## src/rtl/fft_frame_ctrl_if.sv

```systemverilog
// Stream channels between the FFT frame sequencer and its neighbours:
// config word to the core, upstream samples, core data in/out and downstream ready.
interface fft_frame_ctrl_if;
    logic [23:0] cfg_tdata;
    logic        cfg_tvalid;
    logic        cfg_tready;

    logic [31:0] src_tdata;
    logic        src_tvalid;
    logic        src_tready;

    logic [31:0] fft_in_tdata;
    logic        fft_in_tvalid;
    logic        fft_in_tlast;
    logic        fft_in_tready;

    logic        fft_out_tvalid;
    logic        fft_out_tlast;
    logic        fft_out_tready;

    logic        snk_tready;

    // Sequencer side
    modport master (
        output cfg_tdata, cfg_tvalid,
        input  cfg_tready,
        input  src_tdata, src_tvalid,
        output src_tready,
        output fft_in_tdata, fft_in_tvalid, fft_in_tlast,
        input  fft_in_tready,
        input  fft_out_tvalid, fft_out_tlast,
        output fft_out_tready,
        input  snk_tready
    );

    // Core / source / sink side
    modport slave (
        input  cfg_tdata, cfg_tvalid,
        output cfg_tready,
        output src_tdata, src_tvalid,
        input  src_tready,
        input  fft_in_tdata, fft_in_tvalid, fft_in_tlast,
        output fft_in_tready,
        output fft_out_tvalid, fft_out_tlast,
        input  fft_out_tready,
        output snk_tready
    );
endinterface

```

## src/rtl/fft_frame_ctrl.sv

```systemverilog
// FFT frame sequencer: issues one config word, gates one N-sample frame into the core,
// counts N results back out, and reports done, frame count and a sticky error.
module fft_frame_ctrl #(
    parameter int unsigned LOG2_N    = 3,
    parameter logic [14:0] SCALE_SCH = 15'h0220
) (
    input  logic                    aclk,
    input  logic                    rst_n,
    input  logic                    start,
    input  logic                    fwd,
    input  logic                    clr_err,
    fft_frame_ctrl_if.master        bus,
    input  logic                    ev_tlast_missing,
    input  logic                    ev_tlast_unexpected,
    output logic                    busy,
    output logic                    done,
    output logic                    err,
    output logic [15:0]             frame_cnt
);

    if (LOG2_N < 3 || LOG2_N > 16) begin : g_bad_log2_n
        $error("fft_frame_ctrl: LOG2_N must be in 3..16");
    end

    typedef enum logic [1:0] {StIdle, StCfg, StLoad, StUnload} state_e;

    localparam logic [LOG2_N-1:0] LastBeat   = '1;
    localparam logic [4:0]        Log2NField = 5'(LOG2_N);

    state_e              state_q, state_d;
    logic [23:0]         cfg_tdata_q, cfg_tdata_d;
    logic [LOG2_N-1:0]   in_cnt_q, in_cnt_d;
    logic [LOG2_N-1:0]   out_cnt_q, out_cnt_d;
    logic                err_q, err_d;
    logic                done_q, done_d;
    logic [15:0]         frame_cnt_q, frame_cnt_d;

    logic in_load, out_open;
    logic in_hs, out_hs, out_last, core_event;
    logic err_set, abort;

    assign in_load  = (state_q == StLoad);
    assign out_open = (state_q == StLoad) || (state_q == StUnload);

    // In-path is a pure combinational gate; nothing is buffered here.
    always_comb begin
        bus.cfg_tvalid     = (state_q == StCfg);
        bus.cfg_tdata      = cfg_tdata_q;
        bus.src_tready     = in_load & bus.fft_in_tready;
        bus.fft_in_tvalid  = in_load & bus.src_tvalid;
        bus.fft_in_tdata   = in_load ? bus.src_tdata : '0;
        bus.fft_in_tlast   = in_load & (in_cnt_q == LastBeat);
        bus.fft_out_tready = out_open & bus.snk_tready;
    end

    assign in_hs      = bus.fft_in_tvalid & bus.fft_in_tready;
    assign out_hs     = bus.fft_out_tvalid & bus.fft_out_tready;
    assign out_last   = (out_cnt_q == LastBeat);
    assign core_event = ev_tlast_missing | ev_tlast_unexpected;

    always_comb begin
        state_d     = state_q;
        cfg_tdata_d = cfg_tdata_q;
        in_cnt_d    = in_cnt_q;
        out_cnt_d   = out_cnt_q;
        done_d      = 1'b0;
        frame_cnt_d = frame_cnt_q;
        err_set     = 1'b0;
        abort       = 1'b0;

        unique case (state_q)
            StIdle: begin
                if (start && !err_q && !clr_err) begin
                    state_d     = StCfg;
                    cfg_tdata_d = {SCALE_SCH, fwd, 3'b000, Log2NField};
                end
            end
            StCfg: begin
                if (bus.cfg_tvalid && bus.cfg_tready) begin
                    state_d = StLoad;
                end
            end
            StLoad: begin
                if (in_hs) begin
                    in_cnt_d = in_cnt_q + 1'b1;
                    if (in_cnt_q == LastBeat) begin
                        state_d = StUnload;
                    end
                end
            end
            StUnload: begin
            end
            default: state_d = StIdle;
        endcase

        // Result counting runs in both LOAD and UNLOAD; the counter wraps to 0 on the last beat.
        if (out_hs) begin
            out_cnt_d = out_cnt_q + 1'b1;
            if (state_q == StUnload && out_last) begin
                state_d     = StIdle;
                done_d      = 1'b1;
                frame_cnt_d = frame_cnt_q + 16'd1;
                err_set     = !bus.fft_out_tlast;
            end else if (bus.fft_out_tlast && !out_last) begin
                err_set = 1'b1;
                abort   = 1'b1;
            end
        end

        // A core event overrides a frame end arriving in the same cycle.
        if (state_q != StIdle && core_event) begin
            err_set     = 1'b1;
            abort       = 1'b1;
            done_d      = 1'b0;
            frame_cnt_d = frame_cnt_q;
        end

        if (abort) begin
            state_d   = StIdle;
            in_cnt_d  = '0;
            out_cnt_d = '0;
        end

        if (err_set) begin
            err_d = 1'b1;
        end else if (clr_err) begin
            err_d = 1'b0;
        end else begin
            err_d = err_q;
        end
    end

    always_ff @(posedge aclk or negedge rst_n) begin
        if (!rst_n) begin
            state_q     <= StIdle;
            cfg_tdata_q <= '0;
            in_cnt_q    <= '0;
            out_cnt_q   <= '0;
            err_q       <= 1'b0;
            done_q      <= 1'b0;
            frame_cnt_q <= '0;
        end else begin
            state_q     <= state_d;
            cfg_tdata_q <= cfg_tdata_d;
            in_cnt_q    <= in_cnt_d;
            out_cnt_q   <= out_cnt_d;
            err_q       <= err_d;
            done_q      <= done_d;
            frame_cnt_q <= frame_cnt_d;
        end
    end

    assign busy      = (state_q != StIdle);
    assign done      = done_q;
    assign err       = err_q;
    assign frame_cnt = frame_cnt_q;

    a_done_single: assert property (@(posedge aclk) disable iff (!rst_n) done |=> !done);

    a_cfg_hold: assert property (@(posedge aclk) disable iff (!rst_n)
        bus.cfg_tvalid && !bus.cfg_tready && !core_event
        |=> bus.cfg_tvalid && $stable(bus.cfg_tdata));

endmodule

```

## src/flat_wrapper.sv

```systemverilog
// flat-port wrapper written by rule: the top's interface ports become plain ports
module fft_frame_ctrl_flat 
#(
    parameter int unsigned LOG2_N    = 3,
    parameter logic [14:0] SCALE_SCH = 15'h0220
)
  (aclk, rst_n, start, fwd, clr_err, ev_tlast_missing, ev_tlast_unexpected, busy, done, err, frame_cnt, bus_cfg_tdata, bus_cfg_tvalid, bus_cfg_tready, bus_src_tdata, bus_src_tvalid, bus_src_tready, bus_fft_in_tdata, bus_fft_in_tvalid, bus_fft_in_tlast, bus_fft_in_tready, bus_fft_out_tvalid, bus_fft_out_tlast, bus_fft_out_tready, bus_snk_tready);
  fft_frame_ctrl_if bus_i ();
  input  logic aclk;
  input  logic rst_n;
  input  logic start;
  input  logic fwd;
  input  logic clr_err;
  input  logic ev_tlast_missing;
  input  logic ev_tlast_unexpected;
  output logic busy;
  output logic done;
  output logic err;
  output logic [15:0] frame_cnt;
  output wire logic [$bits(bus_i.cfg_tdata)-1:0] bus_cfg_tdata;
  output wire logic [$bits(bus_i.cfg_tvalid)-1:0] bus_cfg_tvalid;
  input wire logic [$bits(bus_i.cfg_tready)-1:0] bus_cfg_tready;
  input wire logic [$bits(bus_i.src_tdata)-1:0] bus_src_tdata;
  input wire logic [$bits(bus_i.src_tvalid)-1:0] bus_src_tvalid;
  output wire logic [$bits(bus_i.src_tready)-1:0] bus_src_tready;
  output wire logic [$bits(bus_i.fft_in_tdata)-1:0] bus_fft_in_tdata;
  output wire logic [$bits(bus_i.fft_in_tvalid)-1:0] bus_fft_in_tvalid;
  output wire logic [$bits(bus_i.fft_in_tlast)-1:0] bus_fft_in_tlast;
  input wire logic [$bits(bus_i.fft_in_tready)-1:0] bus_fft_in_tready;
  input wire logic [$bits(bus_i.fft_out_tvalid)-1:0] bus_fft_out_tvalid;
  input wire logic [$bits(bus_i.fft_out_tlast)-1:0] bus_fft_out_tlast;
  output wire logic [$bits(bus_i.fft_out_tready)-1:0] bus_fft_out_tready;
  input wire logic [$bits(bus_i.snk_tready)-1:0] bus_snk_tready;
  assign bus_cfg_tdata = bus_i.cfg_tdata;
  assign bus_cfg_tvalid = bus_i.cfg_tvalid;
  assign bus_i.cfg_tready = bus_cfg_tready;
  assign bus_i.src_tdata = bus_src_tdata;
  assign bus_i.src_tvalid = bus_src_tvalid;
  assign bus_src_tready = bus_i.src_tready;
  assign bus_fft_in_tdata = bus_i.fft_in_tdata;
  assign bus_fft_in_tvalid = bus_i.fft_in_tvalid;
  assign bus_fft_in_tlast = bus_i.fft_in_tlast;
  assign bus_i.fft_in_tready = bus_fft_in_tready;
  assign bus_i.fft_out_tvalid = bus_fft_out_tvalid;
  assign bus_i.fft_out_tlast = bus_fft_out_tlast;
  assign bus_fft_out_tready = bus_i.fft_out_tready;
  assign bus_i.snk_tready = bus_snk_tready;
  fft_frame_ctrl #(.LOG2_N(LOG2_N), .SCALE_SCH(SCALE_SCH)) u_core (.aclk(aclk), .rst_n(rst_n), .start(start), .fwd(fwd), .clr_err(clr_err), .bus(bus_i), .ev_tlast_missing(ev_tlast_missing), .ev_tlast_unexpected(ev_tlast_unexpected), .busy(busy), .done(done), .err(err), .frame_cnt(frame_cnt));
endmodule
```

## config.mk

```make
export PLATFORM = sky130hd
export DESIGN_NAME = fft_frame_ctrl_flat
export DESIGN_NICKNAME = d
export VERILOG_FILES = /design/src/rtl/fft_frame_ctrl_if.sv /design/src/rtl/fft_frame_ctrl.sv /design/src/flat_wrapper.sv
export SDC_FILE = /design/constraint.sdc
export NUM_CORES = 1
export LEC_CHECK = 0
export BUFFER_PORTS_ARGS = -buffer_cell sky130_fd_sc_hd__buf_4
export CAP_MARGIN = 10
export CORE_MARGIN = 2
export CORE_UTILIZATION = 30
export DETAILED_ROUTE_END_ITERATION = 8
export PLACE_DENSITY_LB_ADDON = 0.1
export SYNTH_ARGS = -nofsm -noshare
export SYNTH_HDL_FRONTEND = slang
export SYNTH_SLANG_ARGS = --single-unit
```

## constraint.sdc

```tcl
create_clock -name aclk -period 2.8 [get_ports aclk]
set_clock_uncertainty 0.2 [all_clocks]
set_input_delay 0.42 -clock aclk [delete_from_list [all_inputs] [get_ports aclk]]
set_output_delay 0.42 -clock aclk [all_outputs]
set_load 0.005 [all_outputs]
```

==> results.sh <==
export IMPL_timing_rr_end="u_core.frame_cnt[12]"
export IMPL_slew_headroom_pct=49.8
export IMPL_tritoncts="yes"
export IMPL_clk_latency_ns=0.26
export IMPL_ys_ff_latch=28
export IMPL_grt_max_degree=37
export IMPL_tns_ns=0
export IMPL_portBuffers=105
export IMPL_wl_per_cell_um=11.9
export IMPL_final_antenna_net_count=0
export IMPL_power_density_nw_per_um2=468
export IMPL_r2r_start="u_core.out_cnt_q[0]"
export IMPL_synth_top_area_share_pct=40.0
export IMPL_fp_dieW_um=80.4
export IMPL_critPathKind="reg -> reg"
export IMPL_syn_avg_cell_area_um2=9.42
export IMPL_seqCellArea_um2=701
export IMPL_num_vias=1496
export IMPL_grt_pass1_wl_mm=6.24
export IMPL_first_pass_iters=2
export IMPL_worst_slew_pin_slew_ns=0.746
export IMPL_row_count=27
export IMPL_grt_usage_pct=12.1
export IMPL_cp_cell_sequence="ha_1, ha_1, nand2_1, or4_1, nor4_4, xor2_1"
export IMPL_drc_errors=0
export IMPL_nFillCells=567
export IMPL_dp_hpwl_mm=3.37
export IMPL_crit_start="u_core.out_cnt_q[0]"
export IMPL_ys_warn_count=0
export IMPL_crit_cells=6
export IMPL_gp_congestion=0.743
export IMPL_drtIter0Drc=62
export IMPL_syn_area_um2=1750
export IMPL_clockBufferDepth=2
export IMPL_cts_sinks=28
export IMPL_critPathBufInv=0
export IMPL_h_tree_depth=1
export IMPL_end_kind="flop"
export IMPL_overflow=0
export IMPL_hold_slack_ns=0.138
export IMPL_slew_viol_final=0
export IMPL_multi_input_area_um2=896
export IMPL_p_total_mw=1.20
export IMPL_critical_path_top_delay_family="simple AND/OR/NAND/NOR gates"
export IMPL_leakage_nw=1.40
export IMPL_worstPathArrival_ns=2.23
export IMPL_syn_to_final_growth_pct=46.7
export IMPL_utilization_pct=46.1
export IMPL_synth_largest_area_cell="dfrtp_1"
export IMPL_dieHeight_um=80.4
export IMPL_worst_path_max_delay_cell="or4_1"
export IMPL_maxCapViolCount=0
export IMPL_status="finished clean"
export IMPL_ys_top_cells_by_area="dfrtp_1, and2_1, buf_4"
export IMPL_cts_made_buffers=3
export IMPL_post_cts_resize_count=0
export IMPL_rrSetupSlack_ns=0.56
export IMPL_path_clk_slew_ns=0.09
export IMPL_rsz0062_at_grt="no"
export IMPL_vdd_drop_max_mv=0.302
export IMPL_cpMostUsedCell="ha_1"
export IMPL_synthCells=186
export IMPL_crit_path_max_incr_delay_ns=0.68
export IMPL_max_clock_freq_mhz=446
export IMPL_detail_route_vias_per_cell=4.17
export IMPL_required_ns=2.79
export IMPL_nNetsFinal=339
export IMPL_finalCritPeriodShare_pct=80.1
export IMPL_initial_utilization_pct=31.4
export IMPL_cp_start_kind="flop"
export IMPL_fp_coreArea_um2=5570
export IMPL_fin_crit_ns=2.24
export IMPL_diodes=0
export IMPL_die_area_um2=6470
export IMPL_hold_violations=0
export IMPL_synth_distinct_cells=34
export IMPL_finalSetupViolCount=0
export IMPL_cts_root_buf="clkbuf_8"
export IMPL_worstSetupEndpoint="u_core.frame_cnt[12]"
export IMPL_wl_mm=4.28
export IMPL_grt_pass1_vias=1294
export IMPL_grt_antenna_before_repair=0
export IMPL_crit_fanout=6
export IMPL_worstRegToRegCells=6
export IMPL_drive_gt1_share_pct=41.1
export IMPL_post_place_ws_ns=0.531
export IMPL_io_pin_count=125
export IMPL_ys_seq_area_share_pct=40.0
export IMPL_setup_ws_ns=0.558
export IMPL_hold_path_class="in -> reg"
-- worst register-to-register path: stages, from the launching register on --
cell,delay [ns]
dfrtp_1,0.38
ha_1,0.15
ha_1,0.15
nand2_1,0.12
or4_1,0.68
nor4_4,0.33
xor2_1,0.17
-- registers in the layout (all words and copies together), names as in the netlist --
name,count
u_core.bus.cfg_tdata,2
u_core.done,1
u_core.state_q,2
u_core.frame_cnt,16
u_core.err,1
u_core.out_cnt_q,3
u_core.in_cnt_q,3
-- through the flow --
step	instances	instance area, um2
final	359	2570
after global routing	359	2570
after CTS	359	2570
after detailed placement	355	2520
after global placement	355	2520
after floorplan	204	1820
-- power by group --
part / leakage, nW / switching [mW] / internal [mW]
clock: 0.0216 / 0.111 / 0.0963
combinational: 1.02 / 0.219 / 0.302
sequential: 0.359 / 0.0328 / 0.441
total: 1.40 / 0.362 / 0.840
-- synthesized netlist by cell type, drive strengths merged --
cell type	number
buf	25
a21oi	4
o22a	1
nand3	7
dfrtp	28
or3b	1
nor3	7
nor4	2
clkbuf	3
xnor2	6
mux2	2
inv	8
or4b	1
o21bai	2
mux2i	2
nor2	11
or2	2
or4	3
nor2b	2
nand2b	2
a31oi	1
ha	5
nand2	8
nor3b	1
and2	36
o21ai	2
xor2	10
nand4	2
conb	1
and3	1
-- kinds of logic after synthesis --
| group | synth area share, % |
|---|---|
| adders and majority gates | 3.57 |
| muxes | 2.43 |
| AOI/OAI and AO/OA | 3.50 |
| and+or+nand+nor | 29.6 |
| buffers and inverters | 12.8 |
| other | 0.214 |
| DFF | 40.0 |
| xor gates and xnor gates | 7.99 |
-- timing repair --
item                                   CTS  global route
setup endpoints to repair                0             0
endpoints found under the hold margin   28             0
setup buffers                            0             0
hold buffers                             1             0
-- cells in the final DEF (no fill, tap or decap), drive strengths merged --
cell type and n:
buf 107, nor2b 2, mux2 2, dlygate4sd3 1, o22a 1, clkbuf 3, nand4 2, a21oi 4
nand3 7, nor2 11, or2 2, or3b 1, nor3 7, nand2b 2, nor4 2, and2 36
nor3b 1, mux2i 2, conb 19, o21bai 2, or4b 1, a31oi 1, inv 8, xor2 10
nand2 8, and3 1, dfrtp 28, o21ai 2, or4 3, xnor2 6, ha 5
-- layout make-up --
class                   count  area share (%)
repair buffers            108            31.6
inverters                   8            1.17
multi-input cells         140            34.8
well taps                  72            3.50
flip-flops and latches     28            27.3
clock buffers               3            1.61
-- per-layer routing --
metal  GRT usage (%)  vias to the layer above  part of all wire (%)
met4            1.02                        0                  0.33
met1            14.9                      665                    40
met2            21.7                       65                    49
met3            3.60                        2                    10
met5               0                        -                     0
li1                -                      764                     -
-- worst min path at each step --
stage | start | cells past startpoint | to | slack (ns)
floorplan | rst_n | 0 | u_core.bus.cfg_tdata[1] | -0.08
global placement | rst_n | 1 | u_core.frame_cnt[1] | 0.17
detailed placement | rst_n | 1 | u_core.frame_cnt[0] | 0.17
CTS | clr_err | 2 | u_core.err | 0.13
global route | clr_err | 2 | u_core.err | 0.14
finish | clr_err | 2 | u_core.err | 0.14
(Power assumes the default switching activity.)
